File: src/rtl/riscv_pkg.sv
// rtl/riscv_pkg.sv - shared widths, load funct3 encodings and writeback FSM states
package riscv_pkg;

  localparam int RISC_V_DATA_WIDTH           = 32;
  localparam int REGISTER_FILE_ADDRESS_WIDTH = 5;

  typedef enum logic [2:0] {
    LB  = 3'b000,
    LH  = 3'b001,
    LW  = 3'b010,
    LBU = 3'b100,
    LHU = 3'b101
  } load_funct3_t;

  typedef enum logic {
    IDLE      = 1'b0,
    WAIT_LOAD = 1'b1
  } wb_state_t;

endpackage

File: src/rtl/load_extractor.sv
// rtl/load_extractor.sv - selects the byte/halfword/word of a load response and extends it
module load_extractor
  import riscv_pkg::*;
(
  input  logic [2:0]                   funct3,
  input  logic [1:0]                   addr_lo,
  input  logic [RISC_V_DATA_WIDTH-1:0] word,
  output logic [RISC_V_DATA_WIDTH-1:0] ext_data
);

  logic [7:0]  byte_sel;
  logic [15:0] half_sel;

  always_comb begin
    byte_sel = word[7:0];
    case (addr_lo)
      2'd0:    byte_sel = word[7:0];
      2'd1:    byte_sel = word[15:8];
      2'd2:    byte_sel = word[23:16];
      default: byte_sel = word[31:24];
    endcase
  end

  // addr_lo[0] is deliberately unused for halfwords; misaligned halves are not split
  assign half_sel = addr_lo[1] ? word[31:16] : word[15:0];

  always_comb begin
    ext_data = word;
    case (funct3)
      LB:      ext_data = {{24{byte_sel[7]}}, byte_sel};
      LBU:     ext_data = {24'd0, byte_sel};
      LH:      ext_data = {{16{half_sel[15]}}, half_sel};
      LHU:     ext_data = {16'd0, half_sel};
      default: ext_data = word;
    endcase
  end

endmodule

File: src/rtl/writeback_unit.sv
// rtl/writeback_unit.sv - retire ALU results and pending loads into the register file write port
// Optional perf counters are enabled by defining WRITEBACK_PERF_CNT_EN.
module writeback_unit
  import riscv_pkg::*;
#(
  parameter int LOAD_TIMEOUT = 255
) (
  input  logic                                   clk,
  input  logic                                   rst,
  input  logic                                   ex_valid,
  output logic                                   ex_ready,
  input  logic                                   ex_is_load,
  input  logic                                   ex_wb_en,
  input  logic [REGISTER_FILE_ADDRESS_WIDTH-1:0] ex_rd,
  input  logic [RISC_V_DATA_WIDTH-1:0]           ex_result,
  input  logic [2:0]                             ex_funct3,
  input  logic [1:0]                             ex_addr_lo,
  input  logic                                   mem_rsp_valid,
  input  logic [RISC_V_DATA_WIDTH-1:0]           mem_rsp_data,
  output logic [REGISTER_FILE_ADDRESS_WIDTH-1:0] reg_num_w,
  output logic [RISC_V_DATA_WIDTH-1:0]           w_data,
  output logic                                   ctrl_reg_w,
  output logic                                   pend_valid,
  output logic [REGISTER_FILE_ADDRESS_WIDTH-1:0] pend_rd,
  output logic                                   load_timeout
`ifdef WRITEBACK_PERF_CNT_EN
  ,
  output logic [31:0]                            perf_wr_count,
  output logic [31:0]                            perf_stall_count
`endif
);

  localparam logic [7:0] TIMEOUT_LIMIT = 8'(LOAD_TIMEOUT);

  wb_state_t                              state_q, state_d;
  logic [7:0]                             cnt_q, cnt_d;
  logic [7:0]                             cnt_inc;
  logic [REGISTER_FILE_ADDRESS_WIDTH-1:0] pend_rd_q, pend_rd_d;
  logic                                   pend_wb_en_q, pend_wb_en_d;
  logic [2:0]                             pend_funct3_q, pend_funct3_d;
  logic [1:0]                             pend_addr_lo_q, pend_addr_lo_d;
  logic [REGISTER_FILE_ADDRESS_WIDTH-1:0] reg_num_w_q, reg_num_w_d;
  logic [RISC_V_DATA_WIDTH-1:0]           w_data_q, w_data_d;
  logic                                   ctrl_reg_w_q, ctrl_reg_w_d;
  logic                                   load_timeout_q, load_timeout_d;
  logic [RISC_V_DATA_WIDTH-1:0]           ext_data;

  load_extractor u_load_extractor (
    .funct3   (pend_funct3_q),
    .addr_lo  (pend_addr_lo_q),
    .word     (mem_rsp_data),
    .ext_data (ext_data)
  );

  assign cnt_inc = cnt_q + 8'd1;

  always_comb begin
    state_d        = state_q;
    cnt_d          = cnt_q;
    pend_rd_d      = pend_rd_q;
    pend_wb_en_d   = pend_wb_en_q;
    pend_funct3_d  = pend_funct3_q;
    pend_addr_lo_d = pend_addr_lo_q;
    reg_num_w_d    = reg_num_w_q;
    w_data_d       = w_data_q;
    ctrl_reg_w_d   = 1'b0;
    load_timeout_d = 1'b0;
    case (state_q)
      IDLE: begin
        if (ex_valid) begin
          if (ex_is_load) begin
            pend_rd_d      = ex_rd;
            pend_wb_en_d   = ex_wb_en;
            pend_funct3_d  = ex_funct3;
            pend_addr_lo_d = ex_addr_lo;
            cnt_d          = 8'd0;
            state_d        = WAIT_LOAD;
          end else begin
            reg_num_w_d  = ex_rd;
            w_data_d     = ex_result;
            ctrl_reg_w_d = ex_wb_en && (ex_rd != '0);
          end
        end
      end
      WAIT_LOAD: begin
        // A response on the limit cycle takes priority over the timeout
        if (mem_rsp_valid) begin
          reg_num_w_d  = pend_rd_q;
          w_data_d     = ext_data;
          ctrl_reg_w_d = pend_wb_en_q && (pend_rd_q != '0);
          state_d      = IDLE;
        end else if (cnt_inc == TIMEOUT_LIMIT) begin
          cnt_d          = cnt_inc;
          load_timeout_d = 1'b1;
          state_d        = IDLE;
        end else begin
          cnt_d = cnt_inc;
        end
      end
      default: state_d = IDLE;
    endcase
  end

  always_ff @(posedge clk) begin
    if (!rst) begin
      state_q        <= IDLE;
      cnt_q          <= 8'd0;
      pend_rd_q      <= '0;
      pend_wb_en_q   <= 1'b0;
      pend_funct3_q  <= 3'd0;
      pend_addr_lo_q <= 2'd0;
      reg_num_w_q    <= '0;
      w_data_q       <= '0;
      ctrl_reg_w_q   <= 1'b0;
      load_timeout_q <= 1'b0;
    end else begin
      state_q        <= state_d;
      cnt_q          <= cnt_d;
      pend_rd_q      <= pend_rd_d;
      pend_wb_en_q   <= pend_wb_en_d;
      pend_funct3_q  <= pend_funct3_d;
      pend_addr_lo_q <= pend_addr_lo_d;
      reg_num_w_q    <= reg_num_w_d;
      w_data_q       <= w_data_d;
      ctrl_reg_w_q   <= ctrl_reg_w_d;
      load_timeout_q <= load_timeout_d;
    end
  end

  assign ex_ready     = (state_q == IDLE);
  assign pend_valid   = (state_q == WAIT_LOAD);
  assign pend_rd      = (state_q == WAIT_LOAD) ? pend_rd_q : '0;
  assign reg_num_w    = reg_num_w_q;
  assign w_data       = w_data_q;
  assign ctrl_reg_w   = ctrl_reg_w_q;
  assign load_timeout = load_timeout_q;

`ifdef WRITEBACK_PERF_CNT_EN
  logic [31:0] perf_wr_q, perf_stall_q;

  always_ff @(posedge clk) begin
    if (!rst) begin
      perf_wr_q    <= 32'd0;
      perf_stall_q <= 32'd0;
    end else begin
      perf_wr_q    <= perf_wr_q + {31'd0, ctrl_reg_w_q};
      perf_stall_q <= perf_stall_q + {31'd0, (state_q == WAIT_LOAD)};
    end
  end

  assign perf_wr_count    = perf_wr_q;
  assign perf_stall_count = perf_stall_q;
`endif

endmodule
File: config.mk
export PLATFORM = sky130hd
export DESIGN_NAME = writeback_unit
export DESIGN_NICKNAME = d
export VERILOG_FILES = /design/src/rtl/riscv_pkg.sv /design/src/rtl/load_extractor.sv /design/src/rtl/writeback_unit.sv
export SDC_FILE = /design/constraint.sdc
export NUM_CORES = 1
export LEC_CHECK = 0
export CORE_MARGIN = 2
export CORE_UTILIZATION = 24
export DETAILED_ROUTE_END_ITERATION = 16
export GPL_ROUTABILITY_DRIVEN = 0
export SYNTH_ARGS = -nofsm -noshare
export SYNTH_HDL_FRONTEND = slang
export SYNTH_SLANG_ARGS = --single-unit
export TNS_END_PERCENT = 30
File: constraint.sdc
create_clock -name clk -period 1.6 [get_ports clk]
set_input_delay 0.32 -clock clk [delete_from_list [all_inputs] [get_ports clk]]
set_output_delay 0.32 -clock clk [all_outputs]
set_load 0.05 [all_outputs]
==> results.txt <==
----------------------------------------------------
[Run status]
  Result of the run ... finished, violations left
  Violated checks ... setup timing

[Pwr]
  Part of the power in combinational logic ... 0.292
  Power share of the clock group ... 0.363
  Sequential share of power ... 0.345
  Maximum vdd drop ... around 0.00044 V
  Leak pwr ... 2.205 nW
  Switching share of power ... 0.3117
  Switching power summed over all nets ... 1.479 mW
  Power Dens Cells ... 816.9 nW/um^2
  P_int ... 3.266 mW

[STA]
  Final worst path period need ... approximately 1600 ps
  Endpoints failing setup ... 1
  Final count of pins violating max slew ... 0
  Timing-limited maximum frequency ... about 0.62 GHz
  Worst clock skew on the final layout ... a little over 7 ps
  Final hold violation count ... 0
  Post-route worst setup slack ... -4.756 ps
  Worst hold-check slack ... ~460 ps
  Remaining max-slew budget at the tightest pin ... 0.6414
  Worst-Margin Slew ... 536.7 ps
  RSZ-0062 raised after global routing ... yes
  Fraction of the cycle the final worst path needs ... 1.003

[Critical path]
  Type of the worst setup path ... register to register
  Register-to-register setup slack ... -5 ps
  Source of the worst register-to-register timing path ... pend_funct3_q[0]$_SDFFE_PN0P_
  Crit path capture type ... register
  Data arrival time of the critical path ... ~1900 ps
  FF-to-FF path depth ... 5
  Critical path peak fanout ... 8
  Data required time of the worst path ... around 1800 ps
  End point of the critical path ... w_data[29]$_SDFFE_PN0P_
  End of the worst register-to-register path ... w_data[29]$_SDFFE_PN0P_
  Worst setup path startpoint ... pend_funct3_q[0]$_SDFFE_PN0P_
  Type of origin of the critical path ... register

[Clock network]
  Clock latency reported for the late side of the worst-skew pair ... roughly 330 ps
  CTS tree ... yes
  Number of levels the H-tree was split into ... 3
  Maximum clock path buffer count ... 2
  Number of sinks handled by clock tree synthesis ... 59
  Clock root cell ... sky130_fd_sc_hd__clkbuf_16
  Clock slew at reported path FFs ... about 50 ps
  Total clock buffers created by CTS ... 9

[Detailed routing]
  Final wirelength ... ~13000 um
  Routed Antenna Nets ... 0
  Routed via count ... between 3000 and 4000
  Number of DRC violations after detailed-routing iteration 0 ... around 370
  Average vias per placed instance ... 5.126
  Number of iterations in the first detailed-routing pass ... 6
  Wire per inst ... around 17 um
  Count of unresolved DRC violations after routing ... 0

[Synthesis]
  Sequential cell area fraction in the yosys report ... 0.3587
  Number of flops mapped to enable cells by yosys ... 0
  Post-synthesis register bit count ... 59
  Total nets after synthesis ... ~470
  Number of standard cells after synthesis ... ~390
  YS warnings ... 0
  Yosys cell types ... 52
  Top FF cell, synth ... sky130_fd_sc_hd__dfxtp_1
  Share of synthesized flip-flops with an asynchronous set or reset ... 0
  Per-instance average area after synthesis ... 8.466 um^2
  Netlist area before placement ... roughly 3300 um^2

[Cells and area]
  Commonest non-fill, non-tap cells in the layout ... sky130_fd_sc_hd__buf_4 (82), sky130_fd_sc_hd__clkdlybuf4s50_1 (76), sky130_fd_sc_hd__nand2_1 (57)
  Cell area after layout ... 5808 um^2
  Share of cells above drive strength 1 ... 0.3168
  Nets ... between 600 and 700
  Commonest non-fill, non-tap cell in the layout ... sky130_fd_sc_hd__buf_4
  Area growth from synthesis to layout ... 76.37%
  N_diodes ... 0

[Placement]
  Instance area after placement ... 5326 um^2
  Number of buffers added on ports ... 125
  Post-DP HPWL ... between 10000 and 15000 um

[Global route]
  Via count of the first global-routing pass ... between 3000 and 4000
  Met2 track demand over resource in global routing ... 0.2932
  First-pass GRT wire length ... between 20000 and 25000 um
  Global Route met1 Usage ... 0.2302
  Pin count of the biggest net entering global routing ... 43
  Most used routing layer in global routing ... met2
  Global route total overflow ... 0
  Number of antenna violations at the first check in global routing ... 0
  Total Routing Usage GR ... 0.1770
  Met3 layer usage reported by global route ... 0.04276

[Floorplan]
  Full die area ... 14670 um^2
  Std cell rows ... 42
  Die Height ... approximately 120 um
  Num ports ... roughly 130
  Placeable core region ... 13350 um^2
  Starting utilization of the core area ... 0.2467
  Chip width ... roughly 120 um

[Worst hold path]
  Min-delay worst type ... register to register
  Hold Crit Start ... pend_funct3_q[2]$_SDFFE_PN0P_

[Run]
  Number of max-cap violations ... 0

----------------------------------------------------
## sequential cells by signal, indices dropped and copies added (netlist names)
| register | cells |
|---|---|
| cnt_q | 8 |
| ctrl_reg_w | 1 |
| load_timeout | 1 |
| pend_addr_lo_q | 2 |
| pend_funct3_q | 3 |
| pend_rd_q | 5 |
| pend_valid | 1 |
| pend_wb_en_q | 1 |
| reg_num_w | 5 |
| w_data | 32 |
## repair_timing
action,CTS,global route
setup buffers,0,1
pin swaps,0,21
cloned,0,0
hold buffers,0,0
resized for setup,18,29
endpoints found under the setup margin,31,38
## how the worst min path moves through the flow
stage,cells after the start,end
after detailed placement,2,pend_funct3_q[2]$_SDFFE_PN0P_
after global routing,2,pend_wb_en_q$_SDFFE_PN0P_
after global placement,2,pend_wb_en_q$_SDFFE_PN0P_
after floorplan,2,pend_funct3_q[2]$_SDFFE_PN0P_
after CTS,2,pend_funct3_q[2]$_SDFFE_PN0P_
final,2,pend_funct3_q[2]$_SDFFE_PN0P_
## cells in the mapped netlist (3+ instances only)
cell | instances | area share
sky130_fd_sc_hd__dfxtp_1 | 59 | 0.36
sky130_fd_sc_hd__nand2_1 | 58 | 0.066
sky130_fd_sc_hd__o21ai_0 | 30 | 0.046
sky130_fd_sc_hd__a21oi_1 | 27 | 0.041
sky130_fd_sc_hd__nor2_1 | 19 | 0.022
sky130_fd_sc_hd__a221oi_1 | 17 | 0.045
sky130_fd_sc_hd__mux2i_1 | 17 | 0.052
sky130_fd_sc_hd__clkbuf_1 | 15 | 0.017
sky130_fd_sc_hd__buf_2 | 11 | 0.017
sky130_fd_sc_hd__a221oi_2 | 10 | 0.046
sky130_fd_sc_hd__nand3_1 | 10 | 0.015
sky130_fd_sc_hd__o211ai_1 | 8 | 0.018
sky130_fd_sc_hd__and2_1 | 7 | 0.013
sky130_fd_sc_hd__a211oi_1 | 6 | 0.014
sky130_fd_sc_hd__a222oi_1 | 6 | 0.018
sky130_fd_sc_hd__a22o_1 | 6 | 0.016
sky130_fd_sc_hd__a31oi_1 | 6 | 0.011
sky130_fd_sc_hd__nor2b_1 | 6 | 0.011
sky130_fd_sc_hd__nor3_1 | 6 | 0.0091
sky130_fd_sc_hd__a21o_1 | 4 | 0.0091
sky130_fd_sc_hd__inv_1 | 4 | 0.0046
sky130_fd_sc_hd__or4_1 | 4 | 0.0091
sky130_fd_sc_hd__a22oi_1 | 3 | 0.0068
sky130_fd_sc_hd__a31o_2 | 3 | 0.0080
sky130_fd_sc_hd__and3_1 | 3 | 0.0057
sky130_fd_sc_hd__buf_4 | 3 | 0.0068
sky130_fd_sc_hd__buf_6 | 3 | 0.010
sky130_fd_sc_hd__nand2b_1 | 3 | 0.0057
sky130_fd_sc_hd__xnor2_1 | 3 | 0.0080
## worst max-delay path, cell delays in order (launching register included)
cell and delay [ps]:
sky130_fd_sc_hd__dfxtp_4 360, sky130_fd_sc_hd__or3_4 420, sky130_fd_sc_hd__o22ai_4 220, sky130_fd_sc_hd__a21oi_4 100
sky130_fd_sc_hd__buf_8 170, sky130_fd_sc_hd__a221oi_4 240
## power by group through the flow
stage / Clock (mW) / Combinational (mW) / Sequential, mW
final: 1.72 / 1.38 / 1.64
after global routing: 1.81 / 1.46 / 1.65
after CTS: 1.75 / 1.34 / 1.64
after detailed placement: 0 / 1.31 / 1.67
after global placement: 0 / 1.30 / 1.67
after floorplan: 0 / 0.400 / 1.89
## metal layers
layer  up-vias  share of wire
met5         -              0
met4         0          0.010
met3        12          0.084
met2       180           0.47
met1      1788           0.43
li1       1818              -
## cell type report
type | count | area [um^2]
Fill cell | 1309 | 7540
Multi-Input combinational cell | 292 | 2078
Timing Repair Buffer | 193 | 2028
Sequential cell | 59 | 1196
Clock buffer | 11 | 232.7
Tap cell | 176 | 220.2
Clock inverter | 5 | 28.78
Inverter | 5 | 23.77
## metrics by stage
step	std cells	power [mW]	setup slack, ps	TNS, ps	utilization
after global routing	741	4.924	-56.28	-281.9	0.4351
after floorplan	389	2.288	83.97	0	-
after global placement	724	2.968	-315.6	-9741	0.3990
after CTS	740	4.733	-19.36	-53.23	0.4238
after detailed placement	724	2.980	-394.9	-12360	0.3990
final	741	4.745	-4.756	-4.756	0.4351
## kinds of logic after synthesis
logic type,share of synthesized area
multiplexers,0.05851
AO/OA/AOI/OAI,0.3119
adder cells (fa/ha/maj),0.007598
XOR/XNOR,0.007980
AND/OR/NAND/NOR,0.1976
buffers and inverters,0.05774
flip-flops,0.3587
Note: power is estimated with default switching activity, not from simulation.
